==> config.mk <==
export PLATFORM = sky130hd
export DESIGN_NAME = alu_exec_seq
export DESIGN_NICKNAME = d
export VERILOG_FILES = /design/src/rtl/alu_exec_seq_pkg.sv /design/src/rtl/alu_exec_seq_alu_core.sv /design/src/rtl/alu_exec_seq.sv
export SDC_FILE = /design/constraint.sdc
export NUM_CORES = 1
export LEC_CHECK = 0
export ABC_CLOCK_PERIOD_IN_PS = 2610
export BUFFER_PORTS_ARGS = -buffer_cell sky130_fd_sc_hd__buf_2
export CAP_MARGIN = 20
export CORE_UTILIZATION = 55
export CTS_CLUSTER_DIAMETER = 150
export DETAILED_ROUTE_END_ITERATION = 8
export PLACE_DENSITY = 0.81
export SETUP_SLACK_MARGIN = 0.05
export SYNTH_ARGS = -nofsm -noshare
export SYNTH_HDL_FRONTEND = slang
export SYNTH_SLANG_ARGS = --single-unit
==> constraint.sdc <==
create_clock -name clk -period 2.61 [get_ports clk]
set_clock_uncertainty 0.1 [all_clocks]
set_input_delay 0.3915 -clock clk [delete_from_list [all_inputs] [get_ports clk]]
set_output_delay 0.3915 -clock clk [all_outputs]
set_load 0.005 [all_outputs]
==> src/rtl/alu_exec_seq_pkg.sv <==
// Shared definitions for the multi-cycle execute stage: ALU op codes and
// sequencer state encoding.
package alu_exec_seq_pkg;

  localparam logic [2:0] OP_ADD = 3'b000;
  localparam logic [2:0] OP_SUB = 3'b001;
  localparam logic [2:0] OP_AND = 3'b010;
  localparam logic [2:0] OP_OR  = 3'b011;
  localparam logic [2:0] OP_XOR = 3'b100;
  localparam logic [2:0] OP_NOT = 3'b101;
  localparam logic [2:0] OP_SHL = 3'b110;
  localparam logic [2:0] OP_SHR = 3'b111;

  typedef enum logic [2:0] {
    S_IDLE    = 3'd0,
    S_FETCH_A = 3'd1,
    S_FETCH_B = 3'd2,
    S_EXEC    = 3'd3,
    S_WRITE   = 3'd4
  } state_t;

endpackage

==> src/rtl/alu_exec_seq_alu_core.sv <==
// Purely combinational ALU: n-bit wrap-around result plus zero and
// carry/borrow/shift-out flags.
module alu_core
  import alu_exec_seq_pkg::*;
#(
  parameter int n = 16
) (
  input  logic [2:0]   op,
  input  logic [n-1:0] a,
  input  logic [n-1:0] b,
  output logic [n-1:0] result,
  output logic         zero,
  output logic         carry
);

  logic [n:0] wide;

  // Compute an (n+1)-bit value so the extra bit carries carry/borrow out.
  always_comb begin
    wide  = {(n+1){1'b0}};
    carry = 1'b0;
    case (op)
      OP_ADD: begin
        wide  = {1'b0, a} + {1'b0, b};
        carry = wide[n];
      end
      OP_SUB: begin
        wide  = {1'b0, a} - {1'b0, b};
        carry = wide[n];
      end
      OP_AND: wide = {1'b0, a & b};
      OP_OR:  wide = {1'b0, a | b};
      OP_XOR: wide = {1'b0, a ^ b};
      OP_NOT: wide = {1'b0, ~a};
      OP_SHL: begin
        wide  = {a, 1'b0};
        carry = a[n-1];
      end
      OP_SHR: begin
        wide  = {2'b00, a[n-1:1]};
        carry = a[0];
      end
      default: begin
        wide  = {(n+1){1'b0}};
        carry = 1'b0;
      end
    endcase
    result = wide[n-1:0];
    zero   = (wide[n-1:0] == {n{1'b0}});
  end

endmodule

==> src/rtl/alu_exec_seq.sv <==
// Multi-cycle execute stage: fetches two operands through a single read
// port, runs the ALU, then writes the result back with zero/carry flags.
module alu_exec_seq
  import alu_exec_seq_pkg::*;
#(
  parameter int m = 2,
  parameter int n = 16
) (
  input  logic         clk,
  input  logic         clr,
  input  logic         start,
  input  logic [2:0]   op,
  input  logic [m-1:0] srcA,
  input  logic [m-1:0] srcB,
  input  logic [m-1:0] dest,
  input  logic [n-1:0] regData,
  output logic [m-1:0] readAddr,
  output logic [m-1:0] writeAddr,
  output logic         writeEnable,
  output logic [n-1:0] dataOut,
  output logic         busy,
  output logic         done,
  output logic         zeroFlag,
  output logic         carryFlag
);

  state_t       state;
  state_t       state_next;
  logic [2:0]   op_q;
  logic [m-1:0] src_b_q;
  logic [m-1:0] dest_q;
  logic [n-1:0] opa;
  logic [n-1:0] opb;
  logic [n-1:0] alu_result;
  logic         alu_zero;
  logic         alu_carry;

  alu_core #(.n(n)) u_alu (
    .op     (op_q),
    .a      (opa),
    .b      (opb),
    .result (alu_result),
    .zero   (alu_zero),
    .carry  (alu_carry)
  );

  // State register.
  always_ff @(posedge clk) begin
    if (clr) begin
      state <= S_IDLE;
    end else begin
      state <= state_next;
    end
  end

  // Fixed-latency sequence; start is only looked at in IDLE.
  always_comb begin
    state_next = state;
    case (state)
      S_IDLE: begin
        if (start) begin
          state_next = S_FETCH_A;
        end else begin
          state_next = S_IDLE;
        end
      end
      S_FETCH_A: state_next = S_FETCH_B;
      S_FETCH_B: state_next = S_EXEC;
      S_EXEC:    state_next = S_WRITE;
      S_WRITE:   state_next = S_IDLE;
      default:   state_next = S_IDLE;
    endcase
  end

  assign busy = (state != S_IDLE);

  // Datapath and registered outputs; readAddr is set one edge early so it
  // is stable for the whole fetch cycle.
  always_ff @(posedge clk) begin
    if (clr) begin
      op_q        <= 3'b000;
      src_b_q     <= {m{1'b0}};
      dest_q      <= {m{1'b0}};
      opa         <= {n{1'b0}};
      opb         <= {n{1'b0}};
      readAddr    <= {m{1'b0}};
      writeAddr   <= {m{1'b0}};
      dataOut     <= {n{1'b0}};
      writeEnable <= 1'b0;
      done        <= 1'b0;
      zeroFlag    <= 1'b0;
      carryFlag   <= 1'b0;
    end else begin
      writeEnable <= (state == S_EXEC);
      done        <= (state == S_WRITE);
      case (state)
        S_IDLE: begin
          if (start) begin
            op_q     <= op;
            src_b_q  <= srcB;
            dest_q   <= dest;
            readAddr <= srcA;
          end
        end
        S_FETCH_A: begin
          opa      <= regData;
          readAddr <= src_b_q;
        end
        S_FETCH_B: begin
          opb <= regData;
        end
        S_EXEC: begin
          writeAddr <= dest_q;
          dataOut   <= alu_result;
          zeroFlag  <= alu_zero;
          carryFlag <= alu_carry;
        end
        S_WRITE: begin
          op_q <= op_q;
        end
        default: begin
          op_q <= op_q;
        end
      endcase
    end
  end

endmodule

Word-level counts from Yosys, hierarchy flattened

Index checks and enable logic that the tools add are counted.

Add/sub/neg operators: 2
Eq/ne operators: 12
Muxes and demuxes: 6
Bitwise operators: 4
Reduce and logical (&&, ||, !) cells: 7

Operators with widths:

| cell                                                 | count |
|---|---|
| case mux 16 bit (8 select lines)                     | 1 |
| adder 16 x 16 -> 17 bit                              | 1 |
| subtractor 16 x 16 -> 17 bit                         | 1 |
| AND 16 bit                                           | 1 |
| logical NOT 16 bit                                   | 1 |
| NOT 16 bit                                           | 1 |
| OR 16 bit                                            | 1 |
| XOR 16 bit                                           | 1 |
| equality test 3 bit (second input constant)          | 5 |
| equality test 3 x 2 -> 1 bit (second input constant) | 4 |
| case mux 3 bit (4 select lines)                      | 1 |
| equality test 3 x 1 -> 1 bit (second input constant) | 2 |
| logical NOT 3 bit                                    | 2 |
| case mux 1 bit (4 select lines)                      | 1 |
| case mux 2 bit (2 select lines)                      | 1 |
| AND reduction 2 bit                                  | 2 |
| nonzero test 3 bit                                   | 1 |
| two-way mux 2 bit                                    | 1 |
| != test 2 bit (second input constant)                | 1 |
| nonzero test 2 bit                                   | 1 |
| two-way mux 1 bit                                    | 1 |

Flip-flop bits (word level): 66
Input port bits: 28
Output and inout port bits: 25
Word-level logic and storage cells: 44

Depth between registers and ports, before layout

Gate-level depths: netlist of the first run.

Depth after elaboration: 3
Gate-level depth with buffers: 13
Gate-level depth less buffers: 13

Cells and area by module

Synthesis of the first run repeated with hierarchy kept, for this count alone.

Cell total of the unflattened synthesis: 740
Area total of the unflattened synthesis: 5698.0 sq um

By module, submodules not included:

| module       | instances | cells each | area each (sq um) | seq. area each (sq um) |
|---|---|---|---|---|
| alu_core     | 1         | 450        | 3224.3            | 0.0 |
| alu_exec_seq | 1         | 290        | 2473.6            | 1321.3 |

Worst setup path after synthesis of the first run

OpenSTA, ideal clock, no wires.

Kind: reg2reg
From: reg opa[0]
To: reg carryFlag
Library setup time: 132 ps
Arrival time: 2625 ps
Data required time: 2378 ps
Slack: -247 ps
Cell stages (with the launch flop): 12
Buffers on the path: 0
Period minus slack after synthesis: 2857 ps
Cells stage by stage: dfxtp_1 ha_1 fa_1 a21o_1 a221oi_2 o2111ai_1 a31o_1 a221oi_2 nor2_1 o211a_1 nor4_1 nor3_1

Longest elaborated chain between the ends: 2
Elaborated cells on any way between the ends: 3
Classes of those cells: add/sub (2); mux (1)

Ends and longest elaborated chain:

| element                                                                 | line                                                     | RTL |
|---|---|---|
| start: declaration                                                      | alu_exec_seq.sv:32                                       | `logic [n-1:0] opa;` |
| start signal: assignment                                                | alu_exec_seq.sv:84                                       | `opa <= {n{1'b0}};` |
| start signal: assignment                                                | alu_exec_seq.sv:106                                      | `opa <= regData;` |
| subtractor 16 x 16 -> 17 bit or adder 16 x 16 -> 17 bit (tied branches) | alu_exec_seq_alu_core.sv:28, alu_exec_seq_alu_core.sv:24 |  |
| case mux 1 bit (4 select lines) *                                       | alu_exec_seq_alu_core.sv:22                              | `case (op)` |
| end signal: assignment                                                  | alu_exec_seq.sv:116                                      | `carryFlag <= alu_carry;` |
| end: declaration                                                        | alu_exec_seq.sv:24                                       | `output logic carryFlag` |

Mark *: on every way between the ends. The rest lies on a longest branch, timed or not.
A chain may end at the register's enable or synchronous reset.

Final worst setup path of the first run

From: reg opa[0]
To: reg zeroFlag

Longest elaborated chain between the ends: 3
Elaborated cells on any way between the ends: 8
Classes of those cells: add/sub (2); mux (1); bitwise (4); reduce/logical (1)

Ends and longest elaborated chain:

| element                                              | line                        | RTL |
|---|---|---|
| subtractor 16 x 16 -> 17 bit (tied with other cells) | alu_exec_seq_alu_core.sv:28 | `wide = {1'b0, a} - {1'b0, b};` |
| case mux 16 bit (8 select lines) *                   | alu_exec_seq_alu_core.sv:22 |  |
| logical NOT 16 bit *                                 | alu_exec_seq_alu_core.sv:49 | `zero = (wide[n-1:0] == {n{1'b0}});` |
| end signal: assignment                               | alu_exec_seq.sv:115         | `zeroFlag <= alu_zero;` |
| end: declaration                                     | alu_exec_seq.sv:23          | `output logic zeroFlag,` |

Marks and branches as above.

==> metrics, run 1 <==
Compound-Gate Fraction of Synth Area 29.6%; Core Util, Final 77.2%; final worst setup slack -420 ps; post-DP HPWL 14200 um; CP Max Fanout 2; area of the core 9280 um^2; Pwr Total 4.59 mW; Via Count 6327; Die Span Y 100 um; Pleak 3.12 nW; Antenna Cells 0; initial detailed-routing violation count 711; Sink Count 65; XOR/XNOR Fraction of Synth Area 0.827%; initial antenna violation count 0; CP peak stage delay 480 ps; Adder-Cell Fraction of Synth Area 12.1%; critical path type reg2reg; Worst Tran Pin Value 915 ps; WP data required 2820 ps; Total GRT Usage 40.1%; CP startpoint opa[0]; Min Hold Slack 164 ps; die area 10000 um^2; run status finished, violations left; commonest cells after routing, fill and taps aside 142 x buf_4, 111 x nand2_1, 68 x a21oi_1; Die Span X 100 um; Port Buffers 52; Critical Path Sink zeroFlag; Post-Syn Area 5300 um^2; Post-synth EDFFs 0; CTS tree built; number of global-route vias before repair 5975; Netlist cell types 79; failing checks negative setup slack; Final Hold Viols 0; Final Critical Period 3030 ps; DR pass1 iterations 6; CP delay by family, top simple AND/OR/NAND/NOR gates; critical register-to-register path startpoint opa[0]; maximum clock rate 330 MHz; Site Rows 35; post-synthesis mux area share 3.17%; Avg Inst Size Synth 7.50 um^2; global placer's final weighted congestion 1.01; Hold Path Class in2reg; # Max-Cap Violations 0; CP Cell Sequence buf_12, ha_4, fa_2, mux4_2, mux2_4, a211oi_2, and4_1, nand4_1, nor4b_2, nand4_1, nand2_1; Worst IR Drop VDD 0.522 mV; Root Driver clkbuf_8; Synth Area in Simple Gates 21.7%; area growth from synthesis to final layout 35.3%; flops & latches, synth 65; pwr/cell area 641 nW/um^2; Primary FF master, synth dfxtp_1; CTS buffer count 9; ANT nets after route 0; Total Routed Length 19700 um; RSZ-0062 raised after global routing yes; Via density 6.33; cell area after layout 7170 um^2; register area share after synthesis 24.6%; Syn Nets 784; Crit path depth 11; max-slew violation count 0; largest family of logic cells by synthesized area compound AO/OA/AOI/OAI gates; fraction of registers with async set/reset 0%; first-pass GRT wire length 31000 um; Slew Limit Headroom 38.2%; most common cell after layout, fill and taps aside buf_4; # DRC 0; crit path max-delay cell type mux4_2; CP startpoint kind flop; crit path capture type flop; CP most frequent cell nand4_1; Final #Nets 944; # H-tree levels 3; final setup vio count 11; Bufs on Longest Clock Path 2; synthesized instance count 706; placed instance count 970; RR Endpoint zeroFlag; reg2reg path depth 11; synth warn 0; Tcrit/Tclk final 116%; ratio of cells with drive above 1 in the final layout 34.9%; grt ovf 0; starting density of the core 57.0%; Buffers & Inverters on Critical Path 1; R2R setup slack -420 ps; clk slew on worst S/H paths 110 ps; wire per inst 19.7 um; pre-CTS setup slack -490 ps; area post-placement 6580 um^2; largest net degree at the start of global routing 65; worst skew pair latency 380 ps; Top-Level Pins 53; non-filler instance count after layout 1000; CP arrival 3240 ps; setup TNS -2640 ps
[worst reg2reg max path, cell delays in order, from the launching register on]
cell,delay [ps]
dfxtp_4,370
buf_12,120
ha_4,150
fa_2,400
mux4_2,480
mux2_4,280
a211oi_2,210
and4_1,240
nand4_1,140
nor4b_2,310
nand4_1,100
nand2_1,70
[state kept, by name, indices dropped and copies added, names as in the netlist]
signal and count:
src_b_q 2, dest_q 2, opa 16, zeroFlag 1, done 1, state 3
dataOut 16, op_q 3, writeAddr 2, opb 16, readAddr 2, carryFlag 1
[layout make-up]
type	count	area, um^2
Multi-Input combinational cell	537	3840
Fill cell	671	2120
Timing Repair Buffer	200	1420
Sequential cell	65	1320
Inverter	53	199
Tap cell	129	161
Clock buffer	10	149
Clock inverter	6	72.6
[synthesized netlist by cell type (5+ instances only)]
cell,count,area share (%)
and2_1,6,0.71
or3_1,6,0.71
nor2_1,50,3.5
buf_2,11,1.0
a221oi_1,10,1.7
a21oi_1,75,7.1
dfxtp_1,65,25
nor3_1,18,1.7
clkbuf_1,34,2.4
nor4_1,6,0.71
a31oi_1,7,0.83
o221ai_1,7,1.2
nand2b_1,7,0.83
a22oi_1,7,0.99
nand3_1,13,1.2
o22ai_1,5,0.59
a211oi_1,12,1.7
ha_1,48,11
o211ai_1,5,0.71
a311oi_1,5,0.83
nand2_1,113,8.0
nor2b_1,6,0.71
o31ai_1,5,0.71
o21ai_0,22,2.1
inv_1,51,3.6
a21o_1,8,1.1
o211a_1,6,1.1
[worst min-delay path by stage]
stage,from,endpoint,cells past startpoint
2_1_floorplan,dest_q[0],writeAddr[0],2
4_1_cts,dest[0],dest_q[0],3
5_1_grt,dest[1],dest_q[1],3
6_report,regData[6],opa[6],3
3_5_place_dp,dest_q[0],dest_q[0],2
3_3_place_gp,writeAddr[0],writeAddr[0],2
[routing by layer]
metal	wire (um)	global-route usage [%]	part of all wire (%)
met5	0	0	0
met4	1090	21.7	5.5
met3	2020	6.27	10
met2	8440	61.0	43
met1	8160	54.5	41
[kinds of logic after synthesis]
group,after synthesis
compound gates,221
xor+xnor,5
fa+ha+maj,50
buf+inv,104
flops,65
mux,13
simple gates,248
[report_power, final]
group          total (mW)  internal [mW]  leakage [nW]  switching (mW)
combinational        2.39           1.07          2.48            1.32
clock                1.02          0.512         0.114           0.504
sequential           1.19           1.09         0.534          0.0988
total                4.59           2.67          3.12            1.92
[repair_timing]
item | 4_1_cts | 5_1_grt
pin swaps | 32 | 27
hold buffers | 0 | 0
setup buffers | 11 | 4
endpoints found under the setup margin | 13 | 15
gates resized for setup | 41 | 23
Note: power is estimated with default switching activity, not from simulation.
==> inputs of run 2 (changes only) <==
--- a/config.mk
+++ b/config.mk
@@ -6,12 +6,12 @@
 export NUM_CORES = 1
 export LEC_CHECK = 0
 export ABC_CLOCK_PERIOD_IN_PS = 2610
-export BUFFER_PORTS_ARGS = -buffer_cell sky130_fd_sc_hd__buf_2
 export CAP_MARGIN = 20
-export CORE_UTILIZATION = 55
+export CORE_UTILIZATION = 58
 export CTS_CLUSTER_DIAMETER = 150
 export DETAILED_ROUTE_END_ITERATION = 8
-export PLACE_DENSITY = 0.81
+export DONT_BUFFER_PORTS = 1
+export PLACE_DENSITY = 0.79
 export SETUP_SLACK_MARGIN = 0.05
 export SYNTH_ARGS = -nofsm -noshare
 export SYNTH_HDL_FRONTEND = slang
==> metrics, run 2 (same netlist as run 1, synthesis figures left out) <==
CP Cell Sequence inv_4, ha_4, inv_2, fa_2, mux4_2, mux2_4, a211oi_2, and4_1, nand4_1, nor4b_2, nand4_1, nand2_1; area post-placement 6330 um^2; ratio of cells with drive above 1 in the final layout 32.2%; CP peak stage delay 460 ps; Hold Path Class in2reg; starting density of the core 60.4%; Via Count 6103; hold_sp clr; busiest layer in global routing met2; grt ovf 0; run status finished, violations left; CP Max Fanout 3; Die Span X 97.6 um; Regs by FF count dataOut x16, opa x16, opb x16; CP startpoint kind flop; Port Buffers 0; area growth from synthesis to final layout 32.1%; wire per inst 21.1 um; Core Util, Final 79.8%; Worst Tran Pin Value 875 ps; initial detailed-routing violation count 796; Total Routed Length 19600 um; commonest cells after routing, fill and taps aside 147 x buf_4, 112 x nand2_1, 70 x a21oi_1; setup TNS -1600 ps; Via density 6.56; crit path capture type flop; die area 9520 um^2; largest net degree at the start of global routing 53; CP most frequent cell nand4_1; Final #Nets 895; cell area after layout 6990 um^2; Total GRT Usage 40.1%; CTS buffer count 9; Site Rows 34; first-pass GRT wire length 30000 um; Final Critical Period 2950 ps; failing checks negative setup slack; most common cell after layout, fill and taps aside buf_4; post-DP HPWL 14100 um; R2R setup slack -340 ps; max-slew violation count 0; pre-CTS setup slack -497 ps; Sink Count 65; area of the core 8760 um^2; Hold Crit Endpoint opa[0]; Bufs on Longest Clock Path 2; CP arrival 3150 ps; DR pass1 iterations 6; # H-tree levels 3; number of global-route vias before repair 5784; clk slew on worst S/H paths 80 ps; RSZ-0062 raised after global routing yes; met3 Usage GRT 9.21%; initial antenna violation count 0; pwr/cell area 656 nW/um^2; final setup vio count 9; RR Endpoint zeroFlag; Pwr Total 4.59 mW; CP startpoint opa[0]; GR Util met2 61.3%; Antenna Cells 0; Worst IR Drop VDD 0.492 mV; global placer's final weighted congestion 1.02; WHS Path Cells 1; Tcrit/Tclk final 113%; ANT nets after route 0; met1 Track Usage GR 54.2%; Top-Level Pins 53; final worst setup slack -341 ps; Root Driver clkbuf_8; CTS tree built; # DRC 0; # Max-Cap Violations 0; critical path type reg2reg; crit path max-delay cell type mux4_2; critical register-to-register path startpoint opa[0]; WP data required 2810 ps; Final Hold Viols 0; Pleak 2.88 nW; worst skew pair latency 370 ps; Slew Limit Headroom 40.9%; maximum clock rate 339 MHz; reg2reg path depth 12; Die Span Y 97.6 um
[run 2: cell count changes in the layout (fill, tap and decap cells not counted), sizes merged]
cell	change
buf	-51
inv	+1
clkinv	-1
dlygate4sd3	+2
[run 2: per-stage QoR]
step / hold WS (ps) / instances
after floorplan: 332 / 706
after CTS: 0.00908 / 927
after global routing: 12.2 / 930
after global placement: 334 / 905
after detailed placement: 341 / 905
final: 18.6 / 930
[run 2: metal layers]
layer	share of wire, %	wire length [um]
met3	11	2100
met4	4.2	820
met2	44	8630
met5	0	0
met1	41	8080
[run 2: final cells by class]
cell class	count	area (um^2)
inverter	53	206
fill	600	1770
sequential	65	1330
multi-input combinational	537	3960
tap	108	135
clock inverter	6	70.1
clock buffer	10	149
timing repair buffer	151	1150
[run 2: critical path, delay by kind of cell (launching register included)]
kind	cells	cell delay, ps
simple gates	5	800
mux	2	740
buf+inv	2	110
flops	1	380
fa+ha+maj	2	600
compound gates	1	170
[run 2: worst max-delay path by stage]
stage	slack, ps	cells past startpoint	endpoint
global route	-410	12	zeroFlag
floorplan	-150	11	carryFlag
detailed placement	-500	12	zeroFlag
CTS	-350	12	zeroFlag
global placement	-430	12	zeroFlag
finish	-340	12	zeroFlag
[run 2: power breakdown]
group | internal [mW] | switching (mW)
logic | 1.08 | 1.32
clock network | 0.511 | 0.489
registers | 1.09 | 0.105
[run 2: timing repair]
action | 4_1_cts | 5_1_grt
setup buffers | 6 | 2
gates cloned | 0 | 0
pin swaps | 29 | 17
resized for setup | 36 | 47
setup endpoints to repair | 13 | 14
endpoints found under the hold margin | 14 | 1
hold buffers | 1 | 1
==> inputs of run 3 (changes only) <==
--- a/config.mk
+++ b/config.mk
@@ -5,6 +5,7 @@
 export SDC_FILE = /design/constraint.sdc
 export NUM_CORES = 1
 export LEC_CHECK = 0
+export ABC_AREA = 1
 export ABC_CLOCK_PERIOD_IN_PS = 2610
 export CAP_MARGIN = 20
 export CORE_UTILIZATION = 58
==> metrics, run 3 <==
Slew Limit Headroom 58.5%; Antenna Cells 0; ANT nets after route 0; # DRC 0; Bufs on Longest Clock Path 2; clk slew on worst S/H paths 80 ps; # Max-Cap Violations 0; synthesized instance count 840; Primary FF master, synth dfxtp_1; XOR/XNOR Fraction of Synth Area 0.671%; Via Count 5945; Port Buffers 0; flops & latches, synth 65; Final #Nets 961; setup TNS 0 ps; final setup vio count 0; Regs by FF count dataOut x16, opa x16, opb x16; Top-Level Pins 53; area of the multi-input gates 3530 um^2; Adder-Cell Fraction of Synth Area 12.3%; non-filler instance count after layout 996; Pwr Total 4.14 mW; maximum clock rate 402 MHz; most instantiated cells after synthesis 180 x nand2_1, 110 x inv_1, 87 x a21oi_1; RSZ-0062 raised after global routing yes; grt ovf 0; Die Span X 96.9 um; Worst IR Drop VDD 0.451 mV; Hold Path Class in2reg; Tcrit/Tclk final 95.3%; initial antenna violation count 0; run status completed; Worst Tran Pin Value 621 ps; Total Routed Length 17900 um; Die Span Y 96.9 um; largest family of logic cells by synthesized area simple AND/OR/NAND/NOR gates; DR pass1 iterations 5; fillers 746; Post-synth EDFFs 0; Synth Area in Simple Gates 30.8%; Yosys top cell area share 24.9%; crit path capture type flop; global placer's final weighted congestion 0.997; Pleak 2.94 nW; commonest cells after routing, fill and taps aside 175 x nand2_1, 107 x inv_1, 82 x a21oi_1; synth warn 0; ratio of cells with drive above 1 in the final layout 16.2%; WP data required 2800 ps; pwr/cell area 672 nW/um^2; Syn Nets 918; critical path type reg2reg; Seq. cell area 1310 um^2; Total GRT Usage 37.8%; max-slew violation count 0; CP startpoint kind flop; wire per inst 18.0 um; CP arrival 2670 ps; post-DP HPWL 13300 um; area growth from synthesis to final layout 18.0%; worst skew pair latency 350 ps; starting density of the core 59.8%; synth top area cells dfxtp_1 25%, nand2_1 13%, ha_1 12%; # H-tree levels 3; number of global-route vias before repair 5552; Core Util, Final 70.6%; first-pass GRT wire length 28400 um; Final Hold Viols 0; placed instance count 971; die area 9380 um^2; Site Rows 34; Compound-Gate Fraction of Synth Area 19.6%; largest net degree at the start of global routing 35; most common cell after layout, fill and taps aside nand2_1; CTS buffer count 9; Sink Count 65; fraction of registers with async set/reset 0%; count leader, synth nand2_1; area of the core 8720 um^2; CP Max Fanout 4; Post-Syn Area 5220 um^2; CTS tree built; R2R setup slack 120 ps; Final Critical Period 2490 ps; Root Driver clkbuf_8; register area share after synthesis 24.9%; Netlist cell types 35; initial detailed-routing violation count 587; post-synthesis mux area share 0%; Avg Inst Size Synth 6.21 um^2; Synth area leader dfxtp_1; Via density 5.97
[run 3: changes by cell type in the layout (fill, tap and decap cells not counted), sizes merged, moves of 11 or more]
cell,before,now
inv,56,121
nand3,13,81
o21ai,23,73
a211oi,12,1
nor2,50,87
nand2,113,181
a221oi,13,0
o22ai,5,20
a21oi,75,87
buf,149,63
[run 3: per-layer routing]
layer,share of wire [%],vias to the layer above,track usage [%]
met3,12,56,10.3
li1,-,2830,-
met1,42,2691,50.9
met5,0,-,0
met4,3.1,0,13.1
met2,43,368,58.0
[run 3: final timing paths]
check              endpoint       from  cells past startpoint
setup / recovery   zeroFlag     opa[0]                     17
hold / removal         done        clr                      1
hold reg to reg   dest_q[1]  dest_q[1]                      2
setup reg to reg   zeroFlag     opa[0]                     17
[run 3: logic make-up (layout without fill, tap and decap cells)]
logic type / Yosys count / in the layout
flip-flops: 65 / 65
AO/OA/AOI/OAI: 193 / 193
XOR/XNOR: 4 / 4
AND/OR/NAND/NOR: 376 / 376
adder cells (fa/ha/maj): 50 / 50
buffers and inverters: 152 / 200
[run 3: critical path: stages (launching register included)]
cell     delay, ps
dfxtp_4        360
inv_2           80
ha_4           130
inv_2           50
fa_2           420
nand2_2         90
nand2_4         90
nand2_4         90
nand2_1         70
nand3_1         80
nand3_2        100
nor2_4         110
nand2_1         60
nor2_1         120
nand4_1        130
nor2_1         120
nand3_1         80
a21oi_1        130
[run 3: where the power goes]
| group | switching (mW) | leakage [nW] | total, mW | internal (mW) |
|---|---|---|---|---|
| Clock | 0.483 | 0.118 | 1.04 | 0.560 |
| Combinational | 1.21 | 2.29 | 1.93 | 0.722 |
| Sequential | 0.0807 | 0.534 | 1.16 | 1.08 |
| Total | 1.78 | 2.94 | 4.14 | 2.36 |
[run 3: stage by stage]
| stage | hold WS (ps) | cell area [um^2] | setup slack (ps) |
|---|---|---|---|
| final | 4.95 | 6160 | 123 |
| after global routing | -0.518 | 6160 | -27.3 |
| after CTS | 0.450 | 5870 | 69.5 |
| after detailed placement | 352 | 5610 | 18.1 |
| after global placement | 337 | 5610 | 29.6 |
| after floorplan | 330 | 5220 | 469 |
[run 3: repair_timing]
item | in CTS | in global routing
pin swaps | 1 | 11
hold buffers | 1 | 1
setup endpoints to repair | 1 | 7
gates resized for setup | 3 | 62
hold endpoints to repair | 5 | 1
setup buffers | 1 | 6
[run 3: cell type report]
| cell class | count | area share, % |
|---|---|---|
| clock buffer | 9 | 2.01 |
| clock inverter | 7 | 1.77 |
| inverter | 119 | 7.26 |
| multi-input combinational | 623 | 57.4 |
| sequential | 65 | 21.3 |
| tap | 108 | 2.20 |
| timing repair buffer | 65 | 8.07 |
